[src/rtl/grab_trigger_ctrl_pkg.sv]
// Shared encodings and default widths for the grab trigger controller.
package grab_trigger_ctrl_pkg;

    localparam int unsigned DEF_NUM_HW_TRIG = 4;
    localparam int unsigned DEF_FILT_W      = 8;
    localparam int unsigned DEF_DLY_W       = 24;
    localparam int unsigned DEF_CNT_W       = 16;
    localparam int unsigned SRC_W           = 3;
    localparam int unsigned ACT_W           = 3;

    typedef enum logic [SRC_W-1:0] {
        SRC_IMMEDIATE = 3'd1,
        SRC_HW_TRIG   = 3'd2,
        SRC_SW_TRIG   = 3'd3,
        SRC_SFNC      = 3'd4
    } trig_src_t;

    typedef enum logic [ACT_W-1:0] {
        ACT_RISING   = 3'd0,
        ACT_FALLING  = 3'd1,
        ACT_ANY      = 3'd2,
        ACT_LEVEL_HI = 3'd3,
        ACT_LEVEL_LO = 3'd4
    } trig_act_t;

    typedef enum logic [1:0] {
        ST_IDLE  = 2'd0,
        ST_DELAY = 2'd1,
        ST_REQ   = 2'd2
    } grab_state_t;

    // Source and activation captured when the FSM leaves IDLE.
    typedef struct packed {
        logic [SRC_W-1:0] src;
        logic [ACT_W-1:0] act;
    } trig_cfg_t;

    // Edge activations can be missed or queued; level activations cannot.
    function automatic logic is_edge_act(input logic [ACT_W-1:0] act);
        return (act != ACT_LEVEL_HI) && (act != ACT_LEVEL_LO);
    endfunction

endpackage

[src/rtl/grab_trig_filter.sv]
// Two-flop synchroniser and debounce filter for one hardware trigger line.
module grab_trig_filter
    import grab_trigger_ctrl_pkg::*;
#(
    parameter int unsigned FILT_W = DEF_FILT_W
) (
    input  logic              clk,
    input  logic              rst_n,
    input  logic              din,
    input  logic [FILT_W-1:0] filt_len,
    output logic              deb_c
);

    logic              sync1;
    logic              sync2;
    logic              deb;
    logic [FILT_W-1:0] cnt;

    // A zero length bypasses the filter so the synced line is seen directly.
    assign deb_c = (filt_len == '0) ? sync2 : deb;

    // Synchronise, then only follow the line once it has differed long enough.
    always_ff @(posedge clk or negedge rst_n) begin
        if (!rst_n) begin
            sync1 <= 1'b0;
            sync2 <= 1'b0;
            deb   <= 1'b0;
            cnt   <= '0;
        end else begin
            sync1 <= din;
            sync2 <= sync1;
            if (filt_len == '0) begin
                deb <= sync2;
                cnt <= '0;
            end else if (sync2 == deb) begin
                cnt <= '0;
            end else if (cnt >= filt_len - FILT_W'(1)) begin
                deb <= sync2;
                cnt <= '0;
            end else begin
                cnt <= cnt + FILT_W'(1);
            end
        end
    end

endmodule

[src/rtl/grab_trigger_ctrl.sv]
// Multi-source grab trigger controller with delay, overlap slot and miss counter.
module grab_trigger_ctrl
    import grab_trigger_ctrl_pkg::*;
#(
    parameter int unsigned NUM_HW_TRIG = DEF_NUM_HW_TRIG,
    parameter int unsigned FILT_W      = DEF_FILT_W,
    parameter int unsigned DLY_W       = DEF_DLY_W,
    parameter int unsigned CNT_W       = DEF_CNT_W
) (
    input  logic                           sys_clk,
    input  logic                           sys_reset_n,
    input  logic                           cfg_grab_en,
    input  logic [SRC_W-1:0]               cfg_trig_src,
    input  logic [ACT_W-1:0]               cfg_trig_act,
    input  logic [$clog2(NUM_HW_TRIG)-1:0] cfg_hw_sel,
    input  logic [FILT_W-1:0]              cfg_filt_len,
    input  logic [DLY_W-1:0]               cfg_trig_dly,
    input  logic                           cfg_overlap_en,
    input  logic [NUM_HW_TRIG-1:0]         hw_trig_in,
    input  logic                           sw_trig,
    input  logic                           sfnc_trig,
    output logic                           grab_req,
    input  logic                           grab_ack,
    output logic                           trig_rdy,
    output logic                           trig_pending,
    output logic [CNT_W-1:0]               missed_cnt,
    input  logic                           missed_clr
);

    localparam int unsigned SEL_W = $clog2(NUM_HW_TRIG);

    grab_state_t       state;
    trig_cfg_t         lat_cfg;
    logic [SEL_W-1:0]  lat_sel;
    logic [DLY_W-1:0]  lat_dly;
    logic [DLY_W-1:0]  dly_cnt;
    logic [NUM_HW_TRIG-1:0] deb_c;
    logic [NUM_HW_TRIG-1:0] line_prev;
    logic              trig_evt;
    logic              trig_cnt;
    logic              idle_c;
    trig_cfg_t         eff_cfg_c;
    logic [SEL_W-1:0]  eff_sel_c;
    logic              line_cur_c;
    logic              line_old_c;
    logic              hw_hit_c;
    logic              evt_c;
    logic              countable_c;
    logic              slot_free_c;
    logic              take_c;
    logic              miss_c;

    // One synchroniser/debouncer per hardware line.
    for (genvar i = 0; i < NUM_HW_TRIG; i++) begin : g_line
        grab_trig_filter #(.FILT_W(FILT_W)) u_filt (
            .clk      (sys_clk),
            .rst_n    (sys_reset_n),
            .din      (hw_trig_in[i]),
            .filt_len (cfg_filt_len),
            .deb_c    (deb_c[i])
        );
    end

    assign idle_c = (state == ST_IDLE);

    // Decode the active source: live config in IDLE, captured config while busy.
    always_comb begin
        eff_cfg_c   = lat_cfg;
        eff_sel_c   = lat_sel;
        hw_hit_c    = 1'b0;
        evt_c       = 1'b0;
        countable_c = 1'b0;
        if (idle_c) begin
            eff_cfg_c.src = cfg_trig_src;
            eff_cfg_c.act = cfg_trig_act;
            eff_sel_c     = cfg_hw_sel;
        end
        line_cur_c = deb_c[eff_sel_c];
        line_old_c = line_prev[eff_sel_c];
        case (eff_cfg_c.act)
            ACT_FALLING:  hw_hit_c = ~line_cur_c & line_old_c;
            ACT_ANY:      hw_hit_c = line_cur_c ^ line_old_c;
            ACT_LEVEL_HI: hw_hit_c = line_cur_c & idle_c;
            ACT_LEVEL_LO: hw_hit_c = ~line_cur_c & idle_c;
            default:      hw_hit_c = line_cur_c & ~line_old_c;
        endcase
        case (eff_cfg_c.src)
            SRC_IMMEDIATE: evt_c = idle_c;
            SRC_HW_TRIG: begin
                evt_c       = hw_hit_c;
                countable_c = is_edge_act(eff_cfg_c.act);
            end
            SRC_SW_TRIG: begin
                evt_c       = sw_trig;
                countable_c = 1'b1;
            end
            SRC_SFNC: begin
                evt_c       = sfnc_trig;
                countable_c = 1'b1;
            end
            default: evt_c = 1'b0;
        endcase
    end

    // Registered event pulse plus a flag telling whether it may be queued or missed.
    always_ff @(posedge sys_clk or negedge sys_reset_n) begin
        if (!sys_reset_n) begin
            trig_evt  <= 1'b0;
            trig_cnt  <= 1'b0;
            line_prev <= '0;
        end else begin
            trig_evt  <= cfg_grab_en & evt_c;
            trig_cnt  <= cfg_grab_en & evt_c & countable_c;
            line_prev <= deb_c;
        end
    end

    // IDLE -> DELAY -> REQ sequencing with registered request/ready outputs.
    always_ff @(posedge sys_clk or negedge sys_reset_n) begin
        if (!sys_reset_n) begin
            state    <= ST_IDLE;
            grab_req <= 1'b0;
            trig_rdy <= 1'b0;
            dly_cnt  <= '0;
            lat_cfg  <= '0;
            lat_sel  <= '0;
            lat_dly  <= '0;
        end else begin
            trig_rdy <= 1'b0;
            case (state)
                ST_IDLE: begin
                    trig_rdy <= cfg_grab_en;
                    if (cfg_grab_en && (trig_evt || trig_pending)) begin
                        lat_cfg.src <= cfg_trig_src;
                        lat_cfg.act <= cfg_trig_act;
                        lat_sel     <= cfg_hw_sel;
                        lat_dly     <= cfg_trig_dly;
                        trig_rdy    <= 1'b0;
                        if (cfg_trig_dly != '0) begin
                            state   <= ST_DELAY;
                            dly_cnt <= cfg_trig_dly;
                        end else begin
                            state    <= ST_REQ;
                            grab_req <= 1'b1;
                        end
                    end
                end
                ST_DELAY: begin
                    if (!cfg_grab_en) begin
                        state <= ST_IDLE;
                    end else if (dly_cnt == DLY_W'(1)) begin
                        state    <= ST_REQ;
                        grab_req <= 1'b1;
                    end else begin
                        dly_cnt <= dly_cnt - DLY_W'(1);
                    end
                end
                ST_REQ: begin
                    if (grab_ack) begin
                        grab_req <= 1'b0;
                        if (trig_pending && cfg_grab_en) begin
                            if (lat_dly != '0) begin
                                state   <= ST_DELAY;
                                dly_cnt <= lat_dly;
                            end else begin
                                grab_req <= 1'b1;
                            end
                        end else begin
                            state    <= ST_IDLE;
                            trig_rdy <= cfg_grab_en;
                        end
                    end
                end
                default: begin
                    state    <= ST_IDLE;
                    grab_req <= 1'b0;
                end
            endcase
        end
    end

    // A countable trigger while busy either fills the free slot or is a miss.
    assign slot_free_c = cfg_overlap_en & ~trig_pending;
    assign take_c      = trig_cnt & ~idle_c & slot_free_c;
    assign miss_c      = trig_cnt & ~idle_c & ~slot_free_c;

    // Overlap slot: filled while busy, consumed on relaunch, dropped when disabled.
    always_ff @(posedge sys_clk or negedge sys_reset_n) begin
        if (!sys_reset_n) begin
            trig_pending <= 1'b0;
        end else if (!cfg_grab_en) begin
            trig_pending <= 1'b0;
        end else if (take_c) begin
            trig_pending <= 1'b1;
        end else if (idle_c || ((state == ST_REQ) && grab_ack)) begin
            trig_pending <= 1'b0;
        end
    end

    // Saturating miss counter; a clear overrides a simultaneous increment.
    always_ff @(posedge sys_clk or negedge sys_reset_n) begin
        if (!sys_reset_n) begin
            missed_cnt <= '0;
        end else if (missed_clr) begin
            missed_cnt <= '0;
        end else if (miss_c && (missed_cnt != {CNT_W{1'b1}})) begin
            missed_cnt <= missed_cnt + CNT_W'(1);
        end
    end

endmodule

[config.mk]
export PLATFORM = sky130hd
export DESIGN_NAME = grab_trigger_ctrl
export DESIGN_NICKNAME = d
export VERILOG_FILES = /design/src/rtl/grab_trigger_ctrl_pkg.sv /design/src/rtl/grab_trig_filter.sv /design/src/rtl/grab_trigger_ctrl.sv
export SDC_FILE = /design/constraint.sdc
export NUM_CORES = 1
export LEC_CHECK = 0
export CORE_MARGIN = 2
export CORE_UTILIZATION = 35
export DETAILED_ROUTE_END_ITERATION = 16
export GPL_TIMING_DRIVEN = 0
export REMOVE_ABC_BUFFERS = 1
export SLEW_MARGIN = 10
export SYNTH_ARGS = -nofsm -noshare
export SYNTH_HDL_FRONTEND = slang
export SYNTH_HIERARCHICAL = 1
export SYNTH_SLANG_ARGS = --single-unit
[constraint.sdc]
create_clock -name sys_clk -period 2.4 [get_ports sys_clk]
set_input_delay 0.24 -clock sys_clk [delete_from_list [all_inputs] [get_ports sys_clk]]
set_output_delay 0.24 -clock sys_clk [all_outputs]
set_load 0.005 [all_outputs]
==> results.txt <==
The switching portion of total power came out at 0.409. The first global-routing pass estimated between 30 and 40 mm of wire. The final count of hold timing violations came out at 0.

The number of H-tree branching levels is 4. sky130_fd_sc_hd__dfrtp_1 takes more of the synthesized area than any other cell. In this run the standard cell core region covers roughly 22000 um2. Across the VDD grid, the largest voltage drop is a little over 700 uV. The type of the worst setup path is primary input to register. The number of enable flip-flop cells after synthesis is 0. The overall power of the completed layout came out at 10.6 mW. The final setup skew is between 0.01 and 0.015 ns.

The synthesized netlist occupies a cell area of just under 8000 um2. The switching power of the nets came out at 4.34 mW. The I/O pin count came out at 71. The final worst hold slack came out at between 0.2 and 0.3 ns. The final count of negative-setup-slack endpoints came out at 0.

The via count of the first global-routing pass came out at approximately 6k. The initial antenna violation count is 0. The per-cell routed wire length came out at around 17 um. The flop and latch count out of synthesis came out at 127.

At the end of the flow, the number of nets in the layout was 1003. Yosys printed 6 warnings. Internal power comes to approximately 6.3 mW. The share of the Yosys chip area taken by registers is 0.404. The starting utilization of the core area is 0.358. The number of pins exceeding their max-slew limit in the final report came out at 0. The CTS buffer count is 17. The placer's final routability congestion estimate is slightly below 0.8. The worst slew slack as a fraction of its limit is 0.436.

The total congestion overflow is 0. Data on the critical path is required at its endpoint by between 2 and 3 ns. The number of DRC violations after detailed routing is 0.

The mean cell area of the mapped netlist is 9.61 um2. The flow ran to the end, and the final reports show no timing, DRC or antenna violations. For this design the ratio of total power to cell area is about 1100 nW/um2. In this run the clock root is driven by a sky130_fd_sc_hd__clkbuf_16. The distinct cell type count after synthesis came out at between 60 and 70. The final period utilization came out at 0.994.

STA classifies the critical path startpoint as a primary input. The master of the slowest instance on the critical path is sky130_fd_sc_hd__or4_4. In this run the most critical hold path is launched from hw_trig_in[1]. The clock tree from TritonCTS is built. STA classifies the critical path endpoint as a register. The maximum fanout along the worst path is 8. On the worst path, the slowest cell contributes a delay of around 0.55 ns. The fraction of power consumed by combinational cells came out at 0.445. Based on the critical path, the design can be clocked at up to 419 MHz. For this run, asynchronously set or reset flops after synthesis account for 1.00. The detailed-routing iteration count for the pre-antenna-repair pass is 5. The share of total power dissipated in sequential elements is 0.326. 0 antenna diodes ended up in the layout. For the pin with the worst max-slew slack, the measured transition is 0.844 ns. The share of total power dissipated in the clock network is 0.229. The synthesized instance count came out at roughly 820. The final critical path time including I/O delays and setup is between 2 and 2.5 ns. Row generation in the floorplan step produced 54 rows. The clock transition at the registers of the reported paths is about 0.06 ns.

The worst min-delay path class is primary input to register. The number of DRC markers in iteration 0 came out at just under 400. For this block, the routed nets add up to roughly 20 mm of wire. The instance area after placement came out at between 8000 and 9000 um2. The die outline width came out at about 150 um. Along the worst hold path, the cell count comes to 1. The remaining antenna violation count after routing came out at 0. The later pin in the worst-skew pair is clocked with a latency of 0.42 ns. The placed wire-length estimate is about 13 mm.

The pin count of the biggest net entering global routing is 72. The leakage power total is 4.08 nW. The total clock sinks came out at between 100 and 150. STA puts the critical path data arrival time at 2.68 ns. The die height came out at ~150 um. By area the synthesized netlist is led by sky130_fd_sc_hd__dfrtp_1, sky130_fd_sc_hd__ha_1, sky130_fd_sc_hd__xnor2_1, sky130_fd_sc_hd__o21ai_0, sky130_fd_sc_hd__mux2_2. The most used flip-flop cell after synthesis is sky130_fd_sc_hd__dfrtp_1.

Of the post-synthesis cell area, the dominant cell type holds 0.404. The number of input and output port buffers inserted is 70. In the global route stage, overall resource usage came out at 0.168. In this run the worst setup path begins at cfg_filt_len[5].

The area of all placed cells without fillers is 9790 um2. Across the run, the number of max-cap violations was 0. The final sum of negative setup slack came out at 0 ns. The length in cells of the worst reg-to-reg path is 7.

Setup repair after global routing could not meet its margin everywhere. The startpoint identified for the worst register-to-register timing path is state[1]. The overall die area came out at 23700 um2. Of the cells placed in the final design, the portion with a size suffix greater than 1 is 0.168. The area added between synthesis and finish is 24.5%. The clock tree buffer depth is 2. The total vias in the final route is roughly 6.5k. Dividing the detail-routed via count by the number of cells gives approximately 5.4.

Traced cell by cell, the critical path runs through buf_4 > or4_4 > or4b_4 > mux2_4 > mux4_2 > nor2_2 > a21oi_2 > o31ai_4 > a22oi_1.
[layout make-up]
class                      count  area (um2)
tap                          280         350
clock inverter                13         104
sequential                   127        3180
timing repair buffer          90         876
fill                        2093       12200
inverter                      38         145
clock buffer                  19         443
multi-input combinational    626        4690
[cells in the final DEF, fill, tap and decap left out, types with 17 or more instances in the layout]
master                            instances
sky130_fd_sc_hd__a21oi_1                 23
sky130_fd_sc_hd__buf_4                   18
sky130_fd_sc_hd__clkbuf_16               17
sky130_fd_sc_hd__clkdlybuf4s50_1         61
sky130_fd_sc_hd__dfrtp_1                127
sky130_fd_sc_hd__ha_1                    48
sky130_fd_sc_hd__inv_1                   31
sky130_fd_sc_hd__mux2_2                  30
sky130_fd_sc_hd__nand2_1                 56
sky130_fd_sc_hd__nand3_1                 28
sky130_fd_sc_hd__nor2_1                  78
sky130_fd_sc_hd__nor3_1                  19
sky130_fd_sc_hd__o21ai_0                 73
sky130_fd_sc_hd__xnor2_1                 47
sky130_fd_sc_hd__xor2_1                  29
[final timing paths]
check                                           to  slack, ns
max                                       trig_cnt       0.01
min                         g_line[1].u_filt/sync1       0.25
max reg2reg                               trig_cnt       0.03
min reg2reg                 g_line[0].u_filt/sync2       0.35
max in group asynchronous  g_line[0].u_filt/cnt[7]       1.24
min in group asynchronous           missed_cnt[13]       0.42
[synth_stat cells (all sizes together) (6+ instances only)]
cell type  count
inv           36
clkbuf        22
buf            9
mux2          37
mux2i          7
nand2         56
ha            51
xor2          29
o211ai        17
dfrtp        127
a211oi         9
a21oi         26
nor3b          7
o21ai         73
or3            9
nor4          17
and2           7
a22oi          6
nor3          22
and3          13
xnor2         47
nand4         13
nand3         28
nor2          79
[stage by stage]
stage	worst slack, ns	util	cells
detailed placement	-1.28	0.402	1139
global placement	-4.40	0.399	1137
floorplan	-0.310	-	787
CTS	-0.0945	0.432	1175
finish	0.0136	0.446	1193
global route	-0.0810	0.446	1193
[worst max-delay path: cells and delay by family]
family | cells | cell delay, ns
mux | 2 | 0.81
compound gates | 3 | 0.26
buf+inv | 1 | 0.16
simple gates | 3 | 1.21
[layer usage]
layer | GRT usage | up-vias | part of all wire
met1 | 0.228 | 3139 | 0.46
li1 | - | 3139 | -
met2 | 0.270 | 187 | 0.47
met4 | 0.0490 | 0 | 0.014
met3 | 0.0361 | 19 | 0.051
met5 | 0 | - | 0
[cells by family (layout without fill, tap and decap cells)]
| logic type | after synthesis | count (layout) | synth area share |
|---|---|---|---|
| muxes | 46 | 46 | 0.0676 |
| and+or+nand+nor | 274 | 274 | 0.178 |
| buffers and inverters | 69 | 160 | 0.0368 |
| AOI/OAI and AO/OA | 175 | 179 | 0.148 |
| adders and majority gates | 51 | 51 | 0.0812 |
| DFF | 127 | 127 | 0.404 |
| xor gates and xnor gates | 76 | 76 | 0.0847 |
[sequential cells by signal, indices dropped and copies added, names as in the netlist, 4 cells and up]
name / count
g_line.u_filt/sync1: 4
lat_cfg: 6
g_line.u_filt/cnt: 32
dly_cnt: 24
line_prev: 4
missed_cnt: 16
lat_dly: 24
g_line.u_filt/sync2: 4
g_line.u_filt/deb: 4
[repair_timing]
| action | in CTS | in global routing |
|---|---|---|
| pin swaps | 2 | 13 |
| hold buffers | 1 | 0 |
| hold endpoints to repair | 70 | 0 |
| endpoints found under the setup margin | 96 | 72 |
| gates resized for setup | 53 | 45 |
| buffers inserted | 1 | 16 |
| cloned | 2 | 2 |
[power by group through the flow]
stage | clock network (mW) | registers [mW] | logic (mW)
6_report | 2.44 | 3.46 | 4.72
2_1_floorplan | 0 | 3.27 | 2.86
4_1_cts | 2.49 | 3.41 | 4.24
3_5_place_dp | 0 | 3.43 | 3.93
3_3_place_gp | 0 | 3.41 | 3.82
5_1_grt | 2.58 | 3.56 | 5.22
Note: power is estimated with default switching activity, not from simulation.
